--- config.mk ---
export PLATFORM = sky130hd
export DESIGN_NAME = prog_loader_flat
export DESIGN_NICKNAME = d
export VERILOG_FILES = /design/src/rtl/prog_loader_if.sv /design/src/rtl/prog_loader.sv /design/src/flat_wrapper.sv
export SDC_FILE = /design/constraint.sdc
export NUM_CORES = 1
export LEC_CHECK = 0
export BUFFER_PORTS_ARGS = -buffer_cell sky130_fd_sc_hd__buf_2
export CAP_MARGIN = 5
export CORE_ASPECT_RATIO = 0.6
export CORE_MARGIN = 1
export CORE_UTILIZATION = 32
export DETAILED_ROUTE_END_ITERATION = 10
export GPL_ROUTABILITY_DRIVEN = 0
export SETUP_SLACK_MARGIN = 0.1
export SYNTH_ARGS = -nofsm -noshare
export SYNTH_HDL_FRONTEND = slang
export SYNTH_SLANG_ARGS = --single-unit
--- constraint.sdc ---
create_clock -name clk -period 2.9 [get_ports clk]
set_input_delay 0.58 -clock clk [delete_from_list [all_inputs] [get_ports clk]]
set_output_delay 0.58 -clock clk [all_outputs]
set_load 0.02 [all_outputs]
--- src/rtl/prog_loader_if.sv ---
// prog_loader_if
// Groups the host byte-stream handshake, the CPU instruction-fetch port and
// the loader status flags into one bundle.
//   wr_valid/wr_data/wr_ready : host byte stream. A byte moves when valid & ready
//                               are both high at a clock edge.
//   rd_addr/rd_data           : CPU fetch port. The read is combinational.
//   cpu_run                   : CPU may execute. Drives the CPU active-low reset.
//   busy/done/err             : loader status.
// Modports:
//   master : host/CPU side. Drives the stream and the fetch address.
//   slave  : the loader.
interface prog_loader_if;
    logic       wr_valid;
    logic [7:0] wr_data;
    logic       wr_ready;
    logic [3:0] rd_addr;
    logic [7:0] rd_data;
    logic       cpu_run;
    logic       busy;
    logic       done;
    logic       err;

    modport master (
        output wr_valid, wr_data, rd_addr,
        input  wr_ready, rd_data, cpu_run, busy, done, err
    );

    modport slave (
        input  wr_valid, wr_data, rd_addr,
        output wr_ready, rd_data, cpu_run, busy, done, err
    );
endinterface

--- src/rtl/prog_loader.sv ---
// prog_loader
// Receives a program frame from the host and writes it into a 16x8
// instruction memory. The frame is: HEADER, LEN, LEN data bytes, CHK.
// CHK is the sum of the data bytes modulo 256. The CPU is held in reset
// (cpu_run=0) from the HEADER byte until a frame completes successfully.
// After a good frame shorter than 16 bytes, the unused tail of memory is
// zeroed one word per cycle. During that time wr_ready is low.
// Ports:
//   clk   : single clock. All state changes happen on the rising edge.
//   reset : synchronous, active-high.
//   bus   : prog_loader_if.slave. Carries the byte stream, the fetch port
//           and the status flags.
module prog_loader #(
    parameter logic [7:0] HEADER = 8'hA5
) (
    input logic          clk,
    input logic          reset,
    prog_loader_if.slave bus
);

    typedef enum logic [2:0] {
        ST_IDLE,
        ST_LEN,
        ST_DATA,
        ST_SUM,
        ST_CLEAR
    } state_t;

    state_t     state_q;
    // ptr is 5 bits wide, so len==16 can be compared without wrapping to 0.
    logic [4:0] ptr_q;
    logic [4:0] len_q;
    logic [7:0] sum_q;
    logic [7:0] mem_q [16];
    logic       cpu_run_q;
    logic       done_q;
    logic       err_q;

    logic       wr_fire;
    logic [7:0] sum_d;
    logic [4:0] ptr_d;
    logic       len_ok;
    logic       last_data;

    assign bus.wr_ready = (state_q != ST_CLEAR);
    assign wr_fire      = bus.wr_valid & bus.wr_ready;
    assign sum_d        = sum_q + bus.wr_data;
    assign ptr_d        = ptr_q + 5'd1;
    assign len_ok       = (bus.wr_data != 8'd0) && (bus.wr_data <= 8'd16);
    assign last_data    = (ptr_q == len_q - 5'd1);

    assign bus.rd_data  = mem_q[bus.rd_addr];
    assign bus.cpu_run  = cpu_run_q;
    assign bus.done     = done_q;
    assign bus.err      = err_q;
    assign bus.busy     = (state_q != ST_IDLE);

    always_ff @(posedge clk) begin
        if (reset) begin
            state_q   <= ST_IDLE;
            ptr_q     <= '0;
            len_q     <= '0;
            sum_q     <= '0;
            cpu_run_q <= 1'b0;
            done_q    <= 1'b0;
            err_q     <= 1'b0;
            for (int i = 0; i < 16; i++) begin
                mem_q[i] <= '0;
            end
        end else begin
            case (state_q)
                ST_IDLE: begin
                    // Bytes other than HEADER are dropped while idle.
                    if (wr_fire && bus.wr_data == HEADER) begin
                        state_q   <= ST_LEN;
                        cpu_run_q <= 1'b0;
                        done_q    <= 1'b0;
                        err_q     <= 1'b0;
                        ptr_q     <= '0;
                        sum_q     <= '0;
                    end
                end
                ST_LEN: begin
                    if (wr_fire) begin
                        if (len_ok) begin
                            len_q   <= bus.wr_data[4:0];
                            state_q <= ST_DATA;
                        end else begin
                            err_q   <= 1'b1;
                            state_q <= ST_IDLE;
                        end
                    end
                end
                ST_DATA: begin
                    // A byte equal to HEADER is ordinary payload here.
                    if (wr_fire) begin
                        mem_q[ptr_q[3:0]] <= bus.wr_data;
                        sum_q             <= sum_d;
                        ptr_q             <= ptr_d;
                        if (last_data) begin
                            state_q <= ST_SUM;
                        end
                    end
                end
                ST_SUM: begin
                    if (wr_fire) begin
                        if (bus.wr_data == sum_q) begin
                            if (len_q == 5'd16) begin
                                state_q   <= ST_IDLE;
                                done_q    <= 1'b1;
                                cpu_run_q <= 1'b1;
                            end else begin
                                // ptr already equals len, so zeroing starts
                                // at the first unused word.
                                state_q <= ST_CLEAR;
                            end
                        end else begin
                            // Partially written memory is left as is.
                            err_q   <= 1'b1;
                            state_q <= ST_IDLE;
                        end
                    end
                end
                ST_CLEAR: begin
                    mem_q[ptr_q[3:0]] <= 8'h00;
                    ptr_q             <= ptr_d;
                    if (ptr_q[3:0] == 4'hF) begin
                        state_q   <= ST_IDLE;
                        done_q    <= 1'b1;
                        cpu_run_q <= 1'b1;
                    end
                end
                default: begin
                    state_q <= ST_IDLE;
                end
            endcase
        end
    end

endmodule

--- src/flat_wrapper.sv ---
// flat-port wrapper written by rule: the top's interface ports become plain ports
module prog_loader_flat 
#(
    parameter logic [7:0] HEADER = 8'hA5
)
  (clk, reset, bus_wr_valid, bus_wr_data, bus_rd_addr, bus_wr_ready, bus_rd_data, bus_cpu_run, bus_busy, bus_done, bus_err);
  prog_loader_if bus_i ();
  input logic clk;
  input logic reset;
  input wire logic [$bits(bus_i.wr_valid)-1:0] bus_wr_valid;
  input wire logic [$bits(bus_i.wr_data)-1:0] bus_wr_data;
  input wire logic [$bits(bus_i.rd_addr)-1:0] bus_rd_addr;
  output wire logic [$bits(bus_i.wr_ready)-1:0] bus_wr_ready;
  output wire logic [$bits(bus_i.rd_data)-1:0] bus_rd_data;
  output wire logic [$bits(bus_i.cpu_run)-1:0] bus_cpu_run;
  output wire logic [$bits(bus_i.busy)-1:0] bus_busy;
  output wire logic [$bits(bus_i.done)-1:0] bus_done;
  output wire logic [$bits(bus_i.err)-1:0] bus_err;
  assign bus_i.wr_valid = bus_wr_valid;
  assign bus_i.wr_data = bus_wr_data;
  assign bus_i.rd_addr = bus_rd_addr;
  assign bus_wr_ready = bus_i.wr_ready;
  assign bus_rd_data = bus_i.rd_data;
  assign bus_cpu_run = bus_i.cpu_run;
  assign bus_busy = bus_i.busy;
  assign bus_done = bus_i.done;
  assign bus_err = bus_i.err;
  prog_loader #(.HEADER(HEADER)) u_core (.clk(clk), .reset(reset), .bus(bus_i));
endmodule
==> qor.csv, run 1 <==
metric,value,unit
max-slew headroom at the worst pin,56.91,%
routed length on met2,8343,microns
postcts setup bufs,0,
required time of the critical path,2320,ps
port bufs,27,
depth of the worst register-to-register path,5,
Avg WL per Cell,21.44,microns
Worst setup SP type,primary input,
post-synthesis cell area,0.007238,sq mm
maximum number of pins on one net before global-route repair,33,
mean instance size in the synthesized netlist,13.04,sq um
endpoint class of the critical path,output pin,
Tot GR Track Use,17.78,%
Post-DP HPWL,14280,microns
outcome,"complete, no violations",
number of CTS-inserted buffers,17,
average vias per placed instance,5.341,
I/O pin cnt,28,
final count of pins violating max slew,0,
routed wire length,19570,microns
number of instances resized during post-cts repair,0,
1st-pass router iterations,6,
RSZ-0062 raised after global routing,yes,
multi-input combinational cell area,0.002728,sq mm
"Hold Vio Cnt, Final",0,
number of global-route vias before repair,4726,
top layer in use,met4,
H-tree depth reported by CTS,4,
most common flop cell mapped by yosys,sky130_fd_sc_hd__edfxtp_1,
worst slew pin tran,644.8,ps
clock edge transition at the registers on the reported setup and hold paths,60,ps
clock root buffer master,sky130_fd_sc_hd__clkbuf_16,
Setup TNS Final,0,ps
DR vias,4876,
count of flip-flops with a built-in enable after synthesis,128,
Reg-to-Reg End,u_core.mem_q[3][7],
overflow left after global routing,0,
Horiz. Die Dim,196.2,microns
static leakage,2.923,nW
number of clock sinks,151,
Crit Path Category,in -> out,
critical path's largest stage delay,530,ps
Critical Path Fanout Max,16,
number of hold buffers added after cts,0,
Pwr Density,607.2,mW/mm^2
critical path endpoint,bus_rd_data[4],
initial standard-cell utilization of the core,32.72,%
Mapped Nets,583,
number of inserted filler cells in the final layout,2065,
count of inserted antenna diode cells,0,
Finish-stage setup viols,0,
clock tree from TritonCTS,yes,
Yosys warning total,0,
register area,0.004304,sq mm
relative area change from synthesis to final layout,16.46,%
Post-Syn Instances,555,
ys async rst share,0,%
core box area,0.02212,sq mm
clock tree buffer depth,2,
sequential area share after synthesis,59.46,%
number of violations reported at the end of detailed-routing iteration 0,675,
worst setup path startpoint,bus_rd_addr[0],
Final period util,94.73,%
ratio of cells with drive above 1 in the final layout,22.64,%
DRC violations left,0,
antenna violations before repair,0,
Worst Path Arrival,2170,ps
wire length of the first global-routing pass,29350,microns
final net count,621,
"leading cell type in the layout, fill and taps excluded",sky130_fd_sc_hd__nor2_1,
RR Startpoint,u_core.state_q[2],
maxcap violations,0,
reg-to-reg setup timing slack,440,ps
flip-flop and latch count after synthesis,151,
number of placement rows,42,
"leading cell types in the layout, fill and taps excluded","sky130_fd_sc_hd__nor2_1 (145), sky130_fd_sc_hd__edfxtp_1 (128), sky130_fd_sc_hd__mux4_2 (40), sky130_fd_sc_hd__buf_2 (27), sky130_fd_sc_hd__buf_4 (24)",
final critical-path required period,2747,ps
overall power after layout,5.118,mW
VDD IR-drop max,0.4419,mV
crit-path cells,buf_2 > buf_12 > mux4_2 > mux4_2 > buf_2,
timing-limited maximum frequency,0.3640,GHz
"Distinct cells, synth",54,
met3 wire length,2498,microns
hold crit path type,reg -> reg,
count of antenna-violating nets left after detailed routing,0,
worst skew pair latency,440,ps
cell with the biggest individual delay on the critical path,sky130_fd_sc_hd__mux4_2,
Chip Height,118.5,microns
post-route clock skew,15.37,ps
die outline area,0.02324,sq mm
routed metal-1 wirelength,8481,microns
-- layer usage --
layer  track usage (%)  vias to the layer above
li1                  -                     2136
met1             25.21                     2463
met2             24.67                      260
met3             6.935                       17
met4             5.762                        0
met5                 0                        -
-- kinds of logic (layout without fill, tap and decap cells) --
| kind of cell | after synthesis | count (layout) | synth area share, % |
|---|---|---|---|
| muxes | 47 | 47 | 13.43 |
| xor gates and xnor gates | 15 | 15 | 1.815 |
| DFF | 151 | 151 | 59.46 |
| buffers and inverters | 41 | 91 | 2.852 |
| adders and majority gates | 13 | 13 | 2.351 |
| and+or+nand+nor | 237 | 237 | 15.58 |
| AOI/OAI and AO/OA | 51 | 51 | 4.512 |
-- flip-flops by register name, indices dropped and copies added (netlist names) --
name,cells
u_core.mem_q,128
u_core.sum_q,8
u_core.len_q,5
u_core.ptr_q,5
u_core.state_q,3
u_core.bus.cpu_run,1
u_core.bus.err,1
-- per-stage QoR --
step	cells	area [sq um]	setup slack [ps]	hold WS, ps	util (%)
after floorplan	555	7238	245.0	435.6	-
after global placement	881	7795	146.8	445.2	35.23
after detailed placement	881	7795	111.9	456.5	35.23
after CTS	912	8404	111.7	466.1	37.99
after global routing	913	8429	97.43	481.3	38.10
final	913	8429	153.0	465.2	38.10
-- power by group --
group	switching (mW)	total [mW]	internal (mW)
Clock	0.870	2.30	1.43
Sequential	0.0515	2.48	2.43
Combinational	0.197	0.339	0.141
Total	1.12	5.12	4.00
-- area by class of cell --
class / count / share of cell area [%]
flip-flops and latches: 151 / 51.06
repair buffers: 54 / 4.512
inverters: 6 / 0.2672
clock buffers: 18 / 5.091
multi-input cells: 363 / 32.36
well taps: 308 / 4.572
clock inverters: 13 / 2.137
-- critical path: cells and delay by family --
family,cells,cell delay [ps]
buf+inv,3,520
mux,2,1040
-- how the worst min path moves through the flow --
stage	start	to	slack, ps	cells past startpoint
6_report	u_core.sum_q[2]	u_core.sum_q[2]	470	2
3_3_place_gp	u_core.sum_q[4]	u_core.sum_q[4]	450	2
5_1_grt	u_core.sum_q[2]	u_core.sum_q[2]	480	2
4_1_cts	u_core.sum_q[2]	u_core.sum_q[2]	470	2
2_1_floorplan	u_core.sum_q[2]	u_core.sum_q[2]	440	2
3_5_place_dp	u_core.sum_q[2]	u_core.sum_q[2]	460	2
-- cell usage after synthesis, drive strengths merged, types with 6 or more instances --
library cell  instances  area, sq um
a21oi                19        95.09
buf                  23        138.9
clkbuf               12        45.04
dfxtp                23        460.4
edfxtp              128         3844
ha                   12        150.1
inv                   6        22.52
mux2i                 6        60.06
mux4                 40        900.9
nand2                17        63.81
nand2b               18        112.6
nand3                19        145.1
nand4                 8        50.05
nor2                146        550.5
nor3                  6        41.29
xnor2                12        105.1
Note: power is estimated with default switching activity, not from simulation.
==> inputs of run 2 (changes only) <==
- ABC_CLOCK_PERIOD_IN_PS: default -> 2900
- SETUP_SLACK_MARGIN: 0.1 -> 0.5
==> run 2 against run 1 <==
Net effect:
- cell count fell by 0.22%
- critical endpoint is now bus_rd_data[5]
- power fell by 3.3%
- first-iteration DRC count rose by 3.4%
- register-to-register slack improved by 160 ps
- largest power group unchanged
- combinational power rose by 13%
- clock power fell by 9.6%
- maximum frequency rose by 3.3%
- via count rose by 1.9%
- sequential share of layout area fell by 0.40 points
- highest routed layer unchanged
==> qor.csv, run 2 (synthesis results as in run 1) <==
metric,value,unit
outcome,"complete, no violations",
clock edge transition at the registers on the reported setup and hold paths,60,ps
initial standard-cell utilization of the core,32.72,%
worst slew pin tran,597.3,ps
H-tree depth reported by CTS,4,
Avg WL per Cell,22.43,microns
flip-flop count of the largest register after layout,128,
RSZ-0062 raised after global routing,yes,
max-slew headroom at the worst pin,60.00,%
antenna violations before repair,0,
ratio of cells with drive above 1 in the final layout,24.21,%
routed wire length,20430,microns
count of inserted antenna diode cells,0,
"leading cell type in the layout, fill and taps excluded",sky130_fd_sc_hd__nor2_1,
Horiz. Die Dim,196.2,microns
VDD IR-drop max,0.3800,mV
number of hold buffers added after cts,0,
"leading cell types in the layout, fill and taps excluded","sky130_fd_sc_hd__nor2_1 (145), sky130_fd_sc_hd__edfxtp_1 (128), sky130_fd_sc_hd__mux4_2 (40), sky130_fd_sc_hd__dfxtp_1 (23), sky130_fd_sc_hd__buf_4 (22)",
post-route setup slack,241.0,ps
core box area,0.02212,sq mm
clock tree buffer depth,2,
number of violations reported at the end of detailed-routing iteration 0,698,
relative area change from synthesis to final layout,17.37,%
1st-pass router iterations,5,
Critical Path Fanout Max,1,
worst skew pair latency,420,ps
average vias per placed instance,5.453,
minimum setup slack after placement,125.4,ps
final net count,621,
post-route clock skew,8.578,ps
hold crit path type,reg -> reg,
number of clock sinks,151,
count of antenna-violating nets left after detailed routing,0,
final critical-path required period,2659,ps
overall power after layout,4.949,mW
Final period util,91.69,%
Chip Height,118.5,microns
maxcap violations,0,
registers with the most flip-flops,"u_core.mem_q: 128 flops, u_core.sum_q: 8 flops",
final instance count without filler cells,911,
overflow left after global routing,0,
Setup TNS Final,0,ps
DRC violations left,0,
number of global-route vias before repair,4736,
"Hold Vio Cnt, Final",0,
Finish-stage setup viols,0,
Worst Hold Slack,475.6,ps
static leakage,2.938,nW
die outline area,0.02324,sq mm
maximum number of pins on one net before global-route repair,33,
clock root buffer master,sky130_fd_sc_hd__clkbuf_16,
largest reg by FF count,u_core.mem_q,
number of placement rows,42,
Crit Path Category,reg -> out,
port bufs,27,
I/O pin cnt,28,
Worst setup SP type,flop,
timing-limited maximum frequency,0.3761,GHz
required time of the critical path,2320,ps
wire length of the first global-routing pass,30180,microns
Worst Path Arrival,2080,ps
Tot GR Track Use,18.22,%
DR vias,4968,
final count of pins violating max slew,0,
Post-DP HPWL,14570,microns
Pwr Density,582.5,mW/mm^2
endpoint class of the critical path,output pin,
number of CTS-inserted buffers,17,
placed instance count,879,
clock tree from TritonCTS,yes,
[run 2: final cells by class]
| cell class | instances | area [sq um] |
|---|---|---|
| fillers | 2066 | 13630 |
| flip-flops and latches | 151 | 4304 |
| multi-input cells | 363 | 2755 |
| repair buffers | 54 | 488.0 |
| clock buffers | 18 | 429.2 |
| well taps | 308 | 385.4 |
| clock inverters | 11 | 111.4 |
| inverters | 6 | 22.52 |
[run 2: worst paths after layout]
check                                          from            endpoint  slack [ps]  depth (start not counted)
worst max-delay path            u_core.mem_q[14][5]      bus_rd_data[5]         240                          3
worst min-delay path                u_core.sum_q[4]     u_core.sum_q[4]         480                          2
worst max register to register    u_core.state_q[2]  u_core.mem_q[8][4]         600                          5
worst min register to register      u_core.sum_q[4]     u_core.sum_q[4]         480                          2
[run 2: repair_timing]
action,4_1_cts,5_1_grt
hold endpoints to repair,0,0
cloned,3,0
setup endpoints to repair,16,81
gates resized for setup,24,10
setup buffers,0,0
[run 2: per-layer routing]
layer  part of all wire [%]  vias up  wire (microns)  GRT usage (%)
li1                       -     2135               -              -
met1                     42     2512            8585          25.96
met2                     42      298            8643          25.09
met3                     15       23            2990          8.248
met4                    1.0        0             214          4.053
met5                      0        -               0              0
[run 2: critical path, cell delays in order, from the launching register on]
cell and delay (ps):
sky130_fd_sc_hd__edfxtp_1 500, sky130_fd_sc_hd__mux4_2 520, sky130_fd_sc_hd__mux4_2 500, sky130_fd_sc_hd__buf_6 150
[run 2: power by group]
group          switching (mW)  leakage (nW)  internal (mW)
Sequential             0.0573          1.44           2.43
Clock                   0.841         0.262           1.24
Combinational           0.207          1.24          0.174
Total                    1.11          2.94           3.84
[run 2: per-stage QoR]
stage	util [%]	cell area, sq um
after global placement	35.17	7780
after detailed placement	35.17	7780
after CTS	38.29	8471
after global routing	38.40	8496
final	38.40	8496
after floorplan	-	7298
